$ cat config.mk
export PLATFORM = sky130hd
export DESIGN_NAME = ball_vertical_bounce
export DESIGN_NICKNAME = d
export VERILOG_FILES = /design/src/rtl/ball_vertical_bounce.sv
export SDC_FILE = /design/constraint.sdc
export NUM_CORES = 1
export LEC_CHECK = 0
export BUFFER_PORTS_ARGS = -buffer_cell sky130_fd_sc_hd__clkbuf_2
export CORE_ASPECT_RATIO = 1.25
export CORE_UTILIZATION = 60
export DETAILED_ROUTE_END_ITERATION = 10
export PLACE_DENSITY = 0.81
export SLEW_MARGIN = 20
export SYNTH_ARGS = -nofsm -noshare
export SYNTH_HDL_FRONTEND = slang
export SYNTH_SLANG_ARGS = --single-unit
$ cat constraint.sdc
create_clock -name i_Clk -period 3 [get_ports i_Clk]
set_clock_uncertainty 0.1 [all_clocks]
set_input_delay 0.45 -clock i_Clk [delete_from_list [all_inputs] [get_ports i_Clk]]
set_output_delay 0.45 -clock i_Clk [all_outputs]
set_load 0.01 [all_outputs]
$ cat src/rtl/ball_vertical_bounce.sv
// Single-axis bouncing ball: counts visible lines, moves once per frame and reflects off the walls.
// Optional macro BALL_ACCEL_EN: each wall bounce raises the speed by one (saturating).
module ball_vertical_bounce #(
    parameter int P_HEIGHT     = 480,
    parameter int P_BALL_SIZE  = 8,
    parameter int P_SPEED_BITS = 3,
    parameter int P_INIT_SPEED = 2
) (
    input  logic                          i_Clk,
    input  logic                          i_Rst_n,
    input  logic                          i_HReset,
    input  logic                          i_VBlank,
    input  logic                          i_Serve,
    input  logic                          i_ServeDir,
    input  logic [P_SPEED_BITS-1:0]       i_Speed,
    output logic                          o_Video,
    output logic [$clog2(P_HEIGHT)-1:0]   o_Y,
    output logic                          o_Dir,
    output logic                          o_Bounce
);

    // state    | meaning
    // DIR_UP   | ball moving towards line 0
    // DIR_DOWN | ball moving towards the bottom wall
    typedef enum logic {
        DIR_UP   = 1'b0,
        DIR_DOWN = 1'b1
    } dir_t;

    localparam int H = $clog2(P_HEIGHT);
    localparam logic [H:0]              Y_MAX     = (H+1)'(P_HEIGHT - P_BALL_SIZE);
    localparam logic [H-1:0]            Y_CENTRE  = H'((P_HEIGHT - P_BALL_SIZE) / 2);
    localparam logic [H-1:0]            LINE_LAST = H'(P_HEIGHT - 1);
    localparam logic [H:0]              BALL_H    = (H+1)'(P_BALL_SIZE);
    localparam logic [P_SPEED_BITS-1:0] SPD_INIT  = P_SPEED_BITS'(P_INIT_SPEED);

    logic [H-1:0]            line_q, line_d;
    logic [H-1:0]            y_q, y_d;
    dir_t                    dir_q, dir_d;
    logic [P_SPEED_BITS-1:0] spd_q, spd_d;
    logic                    vblank_q;
    logic                    tick_q;
    logic                    bounce_q, bounce_d;

    logic [H:0] y_ext, spd_ext, sum_ext, line_ext;
    logic       hit_bottom, hit_top;

    assign y_ext      = {1'b0, y_q};
    assign spd_ext    = (H+1)'(spd_q);
    assign sum_ext    = y_ext + spd_ext;
    assign line_ext   = {1'b0, line_q};
    assign hit_bottom = (sum_ext >= Y_MAX);
    assign hit_top    = (y_ext <= spd_ext);

    assign o_Video  = !i_VBlank && (line_ext >= y_ext) && (line_ext < y_ext + BALL_H);
    assign o_Y      = y_q;
    assign o_Dir    = dir_q;
    assign o_Bounce = bounce_q;

    always_ff @(posedge i_Clk or negedge i_Rst_n) begin
        if (!i_Rst_n) begin
            line_q   <= '0;
            y_q      <= Y_CENTRE;
            dir_q    <= DIR_DOWN;
            spd_q    <= SPD_INIT;
            vblank_q <= 1'b0;
            tick_q   <= 1'b0;
            bounce_q <= 1'b0;
        end else begin
            line_q   <= line_d;
            y_q      <= y_d;
            dir_q    <= dir_d;
            spd_q    <= spd_d;
            vblank_q <= i_VBlank;
            tick_q   <= i_VBlank && !vblank_q;
            bounce_q <= bounce_d;
        end
    end

    always_comb begin
        line_d = line_q;
        if (i_VBlank) begin
            line_d = '0;
        end else if (i_HReset && (line_q != LINE_LAST)) begin
            line_d = line_q + H'(1);
        end
    end

    // Serve outranks the frame tick; a zero speed never moves or reflects the ball.
    always_comb begin
        y_d      = y_q;
        dir_d    = dir_q;
        spd_d    = spd_q;
        bounce_d = 1'b0;
        if (i_Serve) begin
            y_d   = Y_CENTRE;
            dir_d = dir_t'(i_ServeDir);
            spd_d = i_Speed;
        end else if (tick_q && (spd_q != '0)) begin
            if (dir_q == DIR_DOWN) begin
                if (hit_bottom) begin
                    y_d      = Y_MAX[H-1:0];
                    dir_d    = DIR_UP;
                    bounce_d = 1'b1;
                end else begin
                    y_d = sum_ext[H-1:0];
                end
            end else begin
                if (hit_top) begin
                    y_d      = '0;
                    dir_d    = DIR_DOWN;
                    bounce_d = 1'b1;
                end else begin
                    y_d = y_q - spd_q;
                end
            end
`ifdef BALL_ACCEL_EN
            if (bounce_d && (spd_q != '1)) begin
                spd_d = spd_q + P_SPEED_BITS'(1);
            end
`else
`endif
        end
    end

endmodule

==> flow_metrics.tcl <==
set metrics [dict create \
    path_max_fanout 4 \
    synthTopCellsByArea "dfrtp_1 21%, ha_1 14%, dfstp_2 8.4%" \
    htree_num_levels 1 \
    netlist_area_um2 2183 \
    start_util_pct 62.68 \
    violations "negative setup slack" \
    synth_seq_area_share_pct 29.05 \
    fin_area_um2 2454 \
    peakVddDrop_uv 273.9 \
    grt_pass1_wl_mm 8.873 \
    p_leak_nw 1.119 \
    numCtsBuffers 3 \
    worstSetupPathType "register to output port" \
    grt_overflow 0 \
    final.setup.tns_ps -101.0 \
    drv_cap 0 \
    startpoint_type "register" \
    nets 315 \
    pre_cts_ws_ps 130.7 \
    io_pins 21 \
    wl_per_cell_um 16.17 \
    cts_buffer_depth 2 \
    hold_violations 0 \
    synth_ff_type "dfrtp_1" \
    rr_endpoint "o_Y[0]" \
    grtUsageTotal_pct 29.12 \
    layout-area-overhead-vs-synth_pct 12.38 \
    gp_congestion 0.9657 \
    wl_met2_mm 2.646 \
    synth_edf_count 0 \
    first_global_vias 1948 \
    ys_types 59 \
    core_area_um2 3483 \
    clock_latency_ps 280 \
    die_w_um 55.96 \
    p_total_mw 0.9018 \
    setup_viol 1 \
    n_antenna_cell 0 \
    drt_wl_total_mm 5.141 \
    required_ps 2450 \
    grt_setup_unrepaired "yes" \
    timing.final.ws_setup_ps -101.0 \
    fin_crit_sh_pct 103.4 \
    tritoncts "yes" \
    cts_root_buf "clkbuf_8" \
    cts_hold_buf 0 \
    cp_slowest_cell "dfstp_2" \
    period_minus_slack_ps 3101 \
    path_cells "nand3_2, or3_4, xnor2_1, ha_1, a21o_1, a221o_1, nor4_2, buf_2" \
    critPathArrivalTime_ps 2550 \
    cts_num_sinks 25 \
    yosysTopAreaCellShare_pct 20.63 \
    first_iter_violations 94 \
    highest-signal-layer "met4" \
    max_slew.worst_pin.slew_ps 640.4 \
    max_freq_mhz 322.5 \
    std_cell_rows 24 \
    endpoint_kind "output port" \
    min_path_type "input pin to asynchronous set/reset pin" \
    routed_via_density 6.079 \
    synth_seq_cells 25 \
    wl_met3_um 176 \
    syn_nets 286 \
    syn_area_per_cell_um2 8.699 \
    relSlewSlack_pct 57.31 \
    layout-drive-gt1-share_pct 20.79 \
    async_flop_share_pct 100.0 \
    placed_area_um2 2379 \
    path_clk_slew_ps 100 \
    slew_violations 0 \
    worst_path_largest_cell_delay_ps 590 \
    final_common_cell "ha_1" \
    syn_inst 251 \
    portBuffers 20 \
    synth_top_cell_by_area "dfrtp_1" \
    ant_nets 0 \
    mostFrequentLayoutCells "24 x ha_1, 21 x nor2_1, 19 x inv_1, 19 x nand2_1, 19 x clkbuf_2" \
    antenna_found_initial 0 \
    drc 0 \
    outcome "finished with violations" \
    ys_warn_count 0 \
    drt-pass1-iter-count 4 \
    wl_met1_mm 2.229 \
    r2r_cells 8 \
    grt_max_degree 26 \
    post-dp-hpwl_mm 3.990 \
    p_per_area_nw_per_um2 367.6 \
    vias 1933 \
    utilization_pct 70.44 \
    r2r_setup_slack_ps 230 \
    die_y_um 69.45 \
    dieArea_um2 3886 \
    rr_startpoint "spd_q[1]" \
]
## through the flow
stage               hold WS (ps)  instances
floorplan                  54.41        251
global placement           280.9        312
detailed placement         283.3        312
CTS                        99.41        318
global route               127.1        318
finish                     70.51        318
## cells in the mapped netlist (all sizes together) (3+ instances only)
| cell type | number |
|---|---|
| a211oi | 3 |
| a21oi | 8 |
| a221o | 3 |
| a31oi | 4 |
| and3 | 4 |
| clkbuf | 7 |
| dfrtp | 18 |
| dfstp | 7 |
| ha | 24 |
| inv | 20 |
| mux2i | 3 |
| nand2 | 19 |
| nand2b | 5 |
| nand3 | 9 |
| nand4 | 3 |
| nor2 | 21 |
| nor2b | 6 |
| nor3 | 7 |
| nor4 | 6 |
| o21ai | 14 |
| o31ai | 4 |
| xnor2 | 10 |
| xor2 | 7 |
## timing repair
| item | 4_1_cts | 5_1_grt |
|---|---|---|
| setup endpoints to repair | 1 | 1 |
| buffers inserted | 2 | 0 |
| cloned | 0 | 0 |
| resized for setup | 3 | 2 |
## report_power, final
group	switching, mW	leakage (nW)	internal (mW)
Sequential	0.0279	0.314	0.363
Clock	0.125	0.0217	0.0947
Combinational	0.167	0.784	0.124
## critical path, delay by kind of cell, from the launching register on
family | cells | cell delay [ps]
compound gates | 2 | 530
flops | 1 | 590
simple gates | 3 | 550
buf+inv | 1 | 170
fa+ha+maj | 1 | 300
xor+xnor | 1 | 130
## routing by layer
layer  vias up  GRT usage [%]
met4         0          11.38
li1        976              -
met1       904          35.84
met5         -              0
met2        43          51.81
met3        10          3.172
## worst max-delay path by stage
stage	startpoint	to	depth (start not counted)
after global placement	o_Y[3]	o_Video	8
final	o_Y[3]	o_Video	8
after detailed placement	o_Y[3]	o_Video	8
after CTS	o_Y[6]	o_Video	8
after floorplan	o_Y[7]	o_Video	8
after global routing	o_Y[3]	o_Video	8
## state kept, by name, indices dropped and copies added, names as in the netlist
signal    flops
line_q        9
o_Bounce      1
o_Dir         1
o_Y           9
spd_q         3
tick_q        1
vblank_q      1
## area by class of cell
type,instances,area [um^2]
Fill cell,295,1030
Clock buffer,3,41.29
Sequential cell,25,635.6
Clock inverter,1,7.507
Timing Repair Buffer,33,197.7
Inverter,20,75.07
Multi-Input combinational cell,197,1448
Tap cell,39,48.80
## cells by family after synthesis
kind of cell / count (synthesis) / synth area share [%]
adders and majority gates: 26 / 15.59
xor gates and xnor gates: 17 / 6.819
buffers and inverters: 29 / 5.387
and+or+nand+nor: 91 / 21.61
muxes: 4 / 1.891
AOI/OAI and AO/OA: 59 / 19.66
DFF: 25 / 29.05
Power figures use the tool's default switching activity.
